`config.mk`:
```
export PLATFORM = sky130hd
export DESIGN_NAME = uart_serializer
export DESIGN_NICKNAME = d
export VERILOG_FILES = /design/src/rtl/uart_serializer.sv
export SDC_FILE = /design/constraint.sdc
export NUM_CORES = 1
export LEC_CHECK = 0
export CAP_MARGIN = 20
export CORE_AREA = 2 2 54 56
export DETAILED_ROUTE_END_ITERATION = 7
export DIE_AREA = 0 0 56 58
export HOLD_SLACK_MARGIN = 0.12
export PLACE_DENSITY = 0.86
export SYNTH_ARGS = -nofsm -noshare
export SYNTH_HDL_FRONTEND = slang
export SYNTH_SLANG_ARGS = --single-unit
```
`constraint.sdc`:
```
create_clock -name clk_i -period 2.19 [get_ports clk_i]
set_input_delay 0.219 -clock clk_i [delete_from_list [all_inputs] [get_ports clk_i]]
set_output_delay 0.219 -clock clk_i [all_outputs]
set_load 0.005 [all_outputs]
```
`src/rtl/uart_serializer.sv`:
```
// -----------------------------------------------------------------------------
// uart_serializer
//
// Transmit-side serial engine of the UART. Takes one word at a time from the
// transmit FIFO over a valid/ready handshake and shifts it out on txd_o as:
//
//   start(0) | DataWidth data bits, LSB first | [parity] | stop(1) [| stop(1)]
//
// Bit timing is derived from the shared oversampling baud tick: every bit
// lasts OverSampleRate ticks. Between ticks nothing moves, so the engine
// freezes cleanly if the baud generator stalls.
//
// Parameters
//   DataWidth       data bits per frame (5..9)
//   OverSampleRate  baud_tick_i pulses per bit period (>= 2)
//
// Ports
//   clk_i         system clock
//   rst_i         asynchronous, active-high reset
//   baud_tick_i   single-cycle oversampling tick
//   valid_i       data_i holds a word to send
//   ready_o       engine accepts a word this cycle (registered)
//   data_i        word to transmit
//   parity_en_i   1 = append a parity bit            (latched on transfer)
//   parity_odd_i  1 = odd parity, 0 = even parity    (latched on transfer)
//   two_stop_i    1 = two stop bits, 0 = one         (latched on transfer)
//   txd_o         serial line, idle high (registered)
//   busy_o        frame in progress
//   done_o        one-cycle pulse as the final stop bit ends
// -----------------------------------------------------------------------------
module uart_serializer #(
    parameter int DataWidth      = 8,
    parameter int OverSampleRate = 16
) (
    input  logic                 clk_i,
    input  logic                 rst_i,
    input  logic                 baud_tick_i,
    input  logic                 valid_i,
    output logic                 ready_o,
    input  logic [DataWidth-1:0] data_i,
    input  logic                 parity_en_i,
    input  logic                 parity_odd_i,
    input  logic                 two_stop_i,
    output logic                 txd_o,
    output logic                 busy_o,
    output logic                 done_o
);

    // -------------------------------------------------------------------------
    // Local constants
    // -------------------------------------------------------------------------
    localparam int TickW = (OverSampleRate > 1) ? $clog2(OverSampleRate) : 1;
    localparam int BitW  = $clog2(DataWidth);

    localparam logic [TickW-1:0] TickLast = TickW'(OverSampleRate - 1);
    localparam logic [BitW-1:0]  BitLast  = BitW'(DataWidth - 1);

    // Frame state encoding.
    localparam logic [2:0] IDLE   = 3'd0;
    localparam logic [2:0] START  = 3'd1;
    localparam logic [2:0] DATA   = 3'd2;
    localparam logic [2:0] PARITY = 3'd3;
    localparam logic [2:0] STOP   = 3'd4;

    // -------------------------------------------------------------------------
    // State registers and their next-state values
    // -------------------------------------------------------------------------
    logic [2:0]           state_q,      state_d;
    logic [TickW-1:0]     tick_cnt_q,   tick_cnt_d;
    logic [BitW-1:0]      bit_cnt_q,    bit_cnt_d;
    logic [DataWidth-1:0] data_q,       data_d;
    logic                 parity_en_q,  parity_en_d;
    logic                 parity_odd_q, parity_odd_d;
    logic                 two_stop_q,   two_stop_d;
    logic                 txd_d;
    logic                 ready_d;
    logic                 busy_d;
    logic                 done_d;

    // -------------------------------------------------------------------------
    // Decoded conditions
    // -------------------------------------------------------------------------
    logic transfer;     // handshake completes on the coming edge
    logic bit_end;      // current bit period ends on the coming edge
    logic parity_bit;   // parity of the latched word
    logic last_data;    // currently driving the MSB data bit
    logic last_stop;    // currently driving the final stop bit

    assign transfer   = valid_i & ready_o;
    assign bit_end    = baud_tick_i & (tick_cnt_q == TickLast);
    assign parity_bit = (^data_q) ^ parity_odd_q;
    assign last_data  = (bit_cnt_q == BitLast);
    // Stop bits are counted with the bit counter: index 0, or 0..1 for two.
    assign last_stop  = (bit_cnt_q == BitW'(two_stop_q));

    // -------------------------------------------------------------------------
    // Next-state logic
    // -------------------------------------------------------------------------
    always_comb begin
        // NOTE: every signal assigned in this block gets a default first, so
        // paths that leave it untouched hold the register value instead of
        // inferring a latch.
        state_d      = state_q;
        tick_cnt_d   = tick_cnt_q;
        bit_cnt_d    = bit_cnt_q;
        data_d       = data_q;
        parity_en_d  = parity_en_q;
        parity_odd_d = parity_odd_q;
        two_stop_d   = two_stop_q;
        txd_d        = txd_o;
        ready_d      = ready_o;
        busy_d       = busy_o;
        done_d       = 1'b0;

        if (transfer) begin
            // Accept a word: latch data and frame format, begin the start bit.
            // A tick arriving in this same cycle is deliberately not counted,
            // so the start bit is never shorter than OverSampleRate ticks.
            state_d      = START;
            tick_cnt_d   = '0;
            bit_cnt_d    = '0;
            data_d       = data_i;
            parity_en_d  = parity_en_i;
            parity_odd_d = parity_odd_i;
            two_stop_d   = two_stop_i;
            txd_d        = 1'b0;
            ready_d      = 1'b0;
            busy_d       = 1'b1;
        end else if (state_q != IDLE && baud_tick_i) begin
            if (!bit_end) begin
                tick_cnt_d = tick_cnt_q + TickW'(1);
            end else begin
                tick_cnt_d = '0;
                case (state_q)
                    START: begin
                        state_d   = DATA;
                        bit_cnt_d = '0;
                        txd_d     = data_q[0];
                    end
                    DATA: begin
                        if (!last_data) begin
                            bit_cnt_d = bit_cnt_q + BitW'(1);
                            txd_d     = data_q[bit_cnt_d];
                        end else if (parity_en_q) begin
                            state_d = PARITY;
                            txd_d   = parity_bit;
                        end else begin
                            state_d   = STOP;
                            bit_cnt_d = '0;
                            txd_d     = 1'b1;
                        end
                    end
                    PARITY: begin
                        state_d   = STOP;
                        bit_cnt_d = '0;
                        txd_d     = 1'b1;
                    end
                    STOP: begin
                        if (last_stop) begin
                            // Frame complete: ready rises together with done
                            // so a waiting word is accepted without a gap.
                            state_d = IDLE;
                            done_d  = 1'b1;
                            busy_d  = 1'b0;
                            ready_d = 1'b1;
                        end else begin
                            bit_cnt_d = bit_cnt_q + BitW'(1);
                        end
                        txd_d = 1'b1;
                    end
                    default: begin
                        // Unreachable encodings recover to a clean idle line.
                        state_d = IDLE;
                        busy_d  = 1'b0;
                        ready_d = 1'b1;
                        txd_d   = 1'b1;
                    end
                endcase
            end
        end
    end

    // -------------------------------------------------------------------------
    // Registers
    // -------------------------------------------------------------------------
    always_ff @(posedge clk_i or posedge rst_i) begin
        // NOTE: sequential state is updated with non-blocking assignments so
        // every register samples its next value from the same pre-edge state.
        if (rst_i) begin
            state_q      <= IDLE;
            tick_cnt_q   <= '0;
            bit_cnt_q    <= '0;
            data_q       <= '0;
            parity_en_q  <= 1'b0;
            parity_odd_q <= 1'b0;
            two_stop_q   <= 1'b0;
            txd_o        <= 1'b1;
            ready_o      <= 1'b1;
            busy_o       <= 1'b0;
            done_o       <= 1'b0;
        end else begin
            state_q      <= state_d;
            tick_cnt_q   <= tick_cnt_d;
            bit_cnt_q    <= bit_cnt_d;
            data_q       <= data_d;
            parity_en_q  <= parity_en_d;
            parity_odd_q <= parity_odd_d;
            two_stop_q   <= two_stop_d;
            txd_o        <= txd_d;
            ready_o      <= ready_d;
            busy_o       <= busy_d;
            done_o       <= done_d;
        end
    end

endmodule

```
==> reports/summary.md <==
* Die X: 56 um
* reg2reg path depth: 6
* via total after detailed routing: 1144
* core region area: 2663 um^2
* Tmin final: 1956 ps
* Leak Pwr: 0.7409 nW
* netlist area before placement: 1365 um^2
* CP delay by family, top: multiplexers
* required time at the endpoint of the critical path: 2460 ps
* number of buffers inserted for hold repair after clock tree synthesis: 0
* maximum root-to-sink buffer count: 2
* Die Area: 3248 um^2
* setup clock skew after layout: 7.628 ps
* number of clock buffers inserted by TritonCTS: 3
* pre-CTS WS: 171.7 ps
* number of endpoints failing setup at the final stage: 0
* Setup Total Neg Slack: 0 ps
* Async SR Flop Fraction: 100.0%
* PnR worst setup slack: 234.3 ps
* Critical R2R Launch: bit_cnt_q[0]
* Warnings, synthesis: 0
* end-of-flow core utilization: 60.57%
* Power Dens Cells: 1309 nW/um^2
* largest net degree at the start of global routing: 16
* min-delay worst type: in -> async
* outcome: finished, final reports clean
* final global-route overflow total: 0
* post-CTS setup repair buffer count: 0
* part of the Yosys area used for sequential elements: 46.01%
* relative max-transition margin: 62.53%
* overall track demand over capacity in global routing: 20.04%
* Worst Setup End Kind: register
* library cells used by synthesis: 39
* capture point of the worst reg-to-reg path: txd_o
* effective utilization at floorplan: 51.27%
* Remaining DRCs: 0
* RSZ-0062 raised after global routing: no
* max capacitance violation total: 0
* count of TritonRoute iterations in the first routing pass: 4
* Max Slew Vio Count: 0
* Post-Syn Instances: 150
* number of antenna violations at the first check in global routing: 0
* number of routed nets with antenna violations: 0
* total number of placement rows: 19
* final wirelength: 2917 um
* Critical Path Start Type: register
* Post-DP HPWL: 2240 um
* cell at the root of the clock tree: sky130_fd_sc_hd__clkbuf_4
* worst-path fanout max: 2
* slowest cell on the critical path: sky130_fd_sc_hd__mux4_2
* Clk pin slew, worst setup/hold paths: 140 ps
* Least-Margin Pin Slew: 561.4 ps
* number of global-route vias before repair: 1132
* post-synthesis average cell area: 9.100 um^2
* GPL Wtd Cong: 0.8641
* count of pins on the block boundary: 19
* number of nets in the finished design: 189
* reg2reg setup slack: 230 ps
* Port Buffers: 18
* total number of clock tree sinks: 25
* die boundary height: 58 um
* sequence of cells on the critical path: ha_1 -> inv_1 -> mux4_2 -> nor2b_1 -> a311o_1 -> a21oi_1
* H-Tree Depth: 1
* filler instances: 237
* wire length of the first global-routing pass: 4995 um
* # diodes: 0
* average via count per standard cell: 5.692
* VDD IR-drop max: 1.054 mV
* Crit path largest cell delay: 490 ps
* number of synthesized flops with an enable pin: 0
* critical path class: reg -> reg
* Crit path buffers/inverters: 1
* share of layout cells above drive strength 1: 8.235%
* area grow syn2layout: 18.15%
* final period utilization: 89.30%
* clock latency of the later-clocked register in the worst-skew pair: 330 ps
* flip-flop and latch count after synthesis: 25
* routed wire length per instance: 14.51 um
* final hold violation count: 0
* arrival time worst endpoint: 2230 ps
* First DRT Iteration DRCs: 66
* clock tree from TritonCTS: built
* nets in the synthesized netlist: 168
* achievable frequency: 0.5113 GHz
* most used flip-flop cell after synthesis: sky130_fd_sc_hd__dfrtp_1
-- final cells by class --
class                      instances  area, um^2  area share, %
inverter                           4       15.01         0.9310
clock buffer                       4       26.28          1.629
timing repair buffer              22       210.2          13.03
tap                               31       38.79          2.405
multi-input combinational        115       694.4          43.06
sequential                        25       628.1          38.94
-- power by group --
| part | total, mW | switching, mW | internal (mW) | leakage (nW) |
|---|---|---|---|---|
| combinational | 1.02 | 0.482 | 0.539 | 0.405 |
| sequential | 0.878 | 0.216 | 0.662 | 0.321 |
| clock | 0.214 | 0.142 | 0.0715 | 0.0150 |
-- per-stage QoR --
| stage | area (um^2) | total power, mW | std cells | hold slack [ps] |
|---|---|---|---|---|
| finish | 1613 | 2.112 | 201 | 215.3 |
| global route | 1613 | 2.250 | 201 | 263.1 |
| floorplan | 1365 | 1.631 | 150 | 244.8 |
| CTS | 1608 | 2.105 | 201 | 233.2 |
| detailed placement | 1582 | 1.891 | 197 | 484.2 |
| global placement | 1582 | 1.812 | 197 | 464.0 |
-- placed cells by master, fill, tap and decap left out, types with 3 or more instances in the layout --
| cell type | n |
|---|---|
| sky130_fd_sc_hd__nand3_1 | 4 |
| sky130_fd_sc_hd__a21oi_1 | 9 |
| sky130_fd_sc_hd__clkbuf_4 | 3 |
| sky130_fd_sc_hd__nand2_1 | 37 |
| sky130_fd_sc_hd__clkdlybuf4s50_1 | 18 |
| sky130_fd_sc_hd__ha_1 | 3 |
| sky130_fd_sc_hd__nand2b_1 | 3 |
| sky130_fd_sc_hd__inv_1 | 4 |
| sky130_fd_sc_hd__mux2i_1 | 7 |
| sky130_fd_sc_hd__nor2_1 | 14 |
| sky130_fd_sc_hd__buf_4 | 4 |
| sky130_fd_sc_hd__xnor2_1 | 6 |
| sky130_fd_sc_hd__dfrtp_1 | 23 |
| sky130_fd_sc_hd__o21ai_0 | 3 |
| sky130_fd_sc_hd__nor3_1 | 3 |
-- cell usage after synthesis (2+ instances only) --
master                     instances  area, um^2
sky130_fd_sc_hd__buf_2             2       10.01
sky130_fd_sc_hd__nor2_1           14       52.55
sky130_fd_sc_hd__o21ai_0           3       15.01
sky130_fd_sc_hd__nand3_1           4       20.02
sky130_fd_sc_hd__inv_1             4       15.01
sky130_fd_sc_hd__a21oi_1           9       45.04
sky130_fd_sc_hd__a31oi_1           2       12.51
sky130_fd_sc_hd__nand2_1          37       138.9
sky130_fd_sc_hd__xnor2_1           6       52.55
sky130_fd_sc_hd__nor3_1            3       15.01
sky130_fd_sc_hd__dfstp_2           2       52.55
sky130_fd_sc_hd__clkbuf_1          3       11.26
sky130_fd_sc_hd__dfrtp_1          23       575.6
sky130_fd_sc_hd__nand2b_1          3       18.77
sky130_fd_sc_hd__mux2i_1           7       70.07
sky130_fd_sc_hd__xor2_1            2       17.52
sky130_fd_sc_hd__o31ai_1           2       15.01
sky130_fd_sc_hd__ha_1              3       37.54
-- how the worst max path moves through the flow --
stage | start | endpoint | slack (ps) | cells after the start
4_1_cts | bit_cnt_q[0] | state_q[2] | 160 | 6
6_report | bit_cnt_q[0] | txd_o | 230 | 6
5_1_grt | tick_cnt_q[0] | bit_cnt_q[1] | 60 | 5
3_3_place_gp | baud_tick_i | state_q[1] | 310 | 5
3_5_place_dp | baud_tick_i | state_q[2] | 170 | 5
2_1_floorplan | bit_cnt_q[0] | txd_o | 340 | 6
-- state kept, by name, summed over array words and instances (netlist names), 3 cells and up --
| name | count |
|---|---|
| data_q | 8 |
| tick_cnt_q | 4 |
| bit_cnt_q | 3 |
| state_q | 3 |
-- timing repair --
action	4_1_cts	5_1_grt
setup endpoints to repair	0	1
resized for setup	0	1
hold endpoints to repair	0	0
-- worst register-to-register path, cell delays in order (launching register included) --
cell and delay (ps):
sky130_fd_sc_hd__dfrtp_1 410, sky130_fd_sc_hd__ha_1 290, sky130_fd_sc_hd__inv_1 100, sky130_fd_sc_hd__mux4_2 490
sky130_fd_sc_hd__nor2b_1 140, sky130_fd_sc_hd__a311o_1 320, sky130_fd_sc_hd__a21oi_1 150
-- kinds of logic after synthesis --
group	synth area share (%)
adder cells (fa/ha/maj)	2.750
XOR/XNOR	6.783
flip-flops	46.01
AND/OR/NAND/NOR	22.64
multiplexers	6.783
AO/OA/AOI/OAI	11.55
buffers and inverters	3.483
-- layer usage --
| layer | wire, um | track usage [%] |
|---|---|---|
| met3 | 124 | 2.009 |
| met4 | 89 | 10.88 |
| met5 | 0 | 0 |
| met2 | 1525 | 34.79 |
| met1 | 1178 | 24.78 |
(Power assumes the default switching activity.)
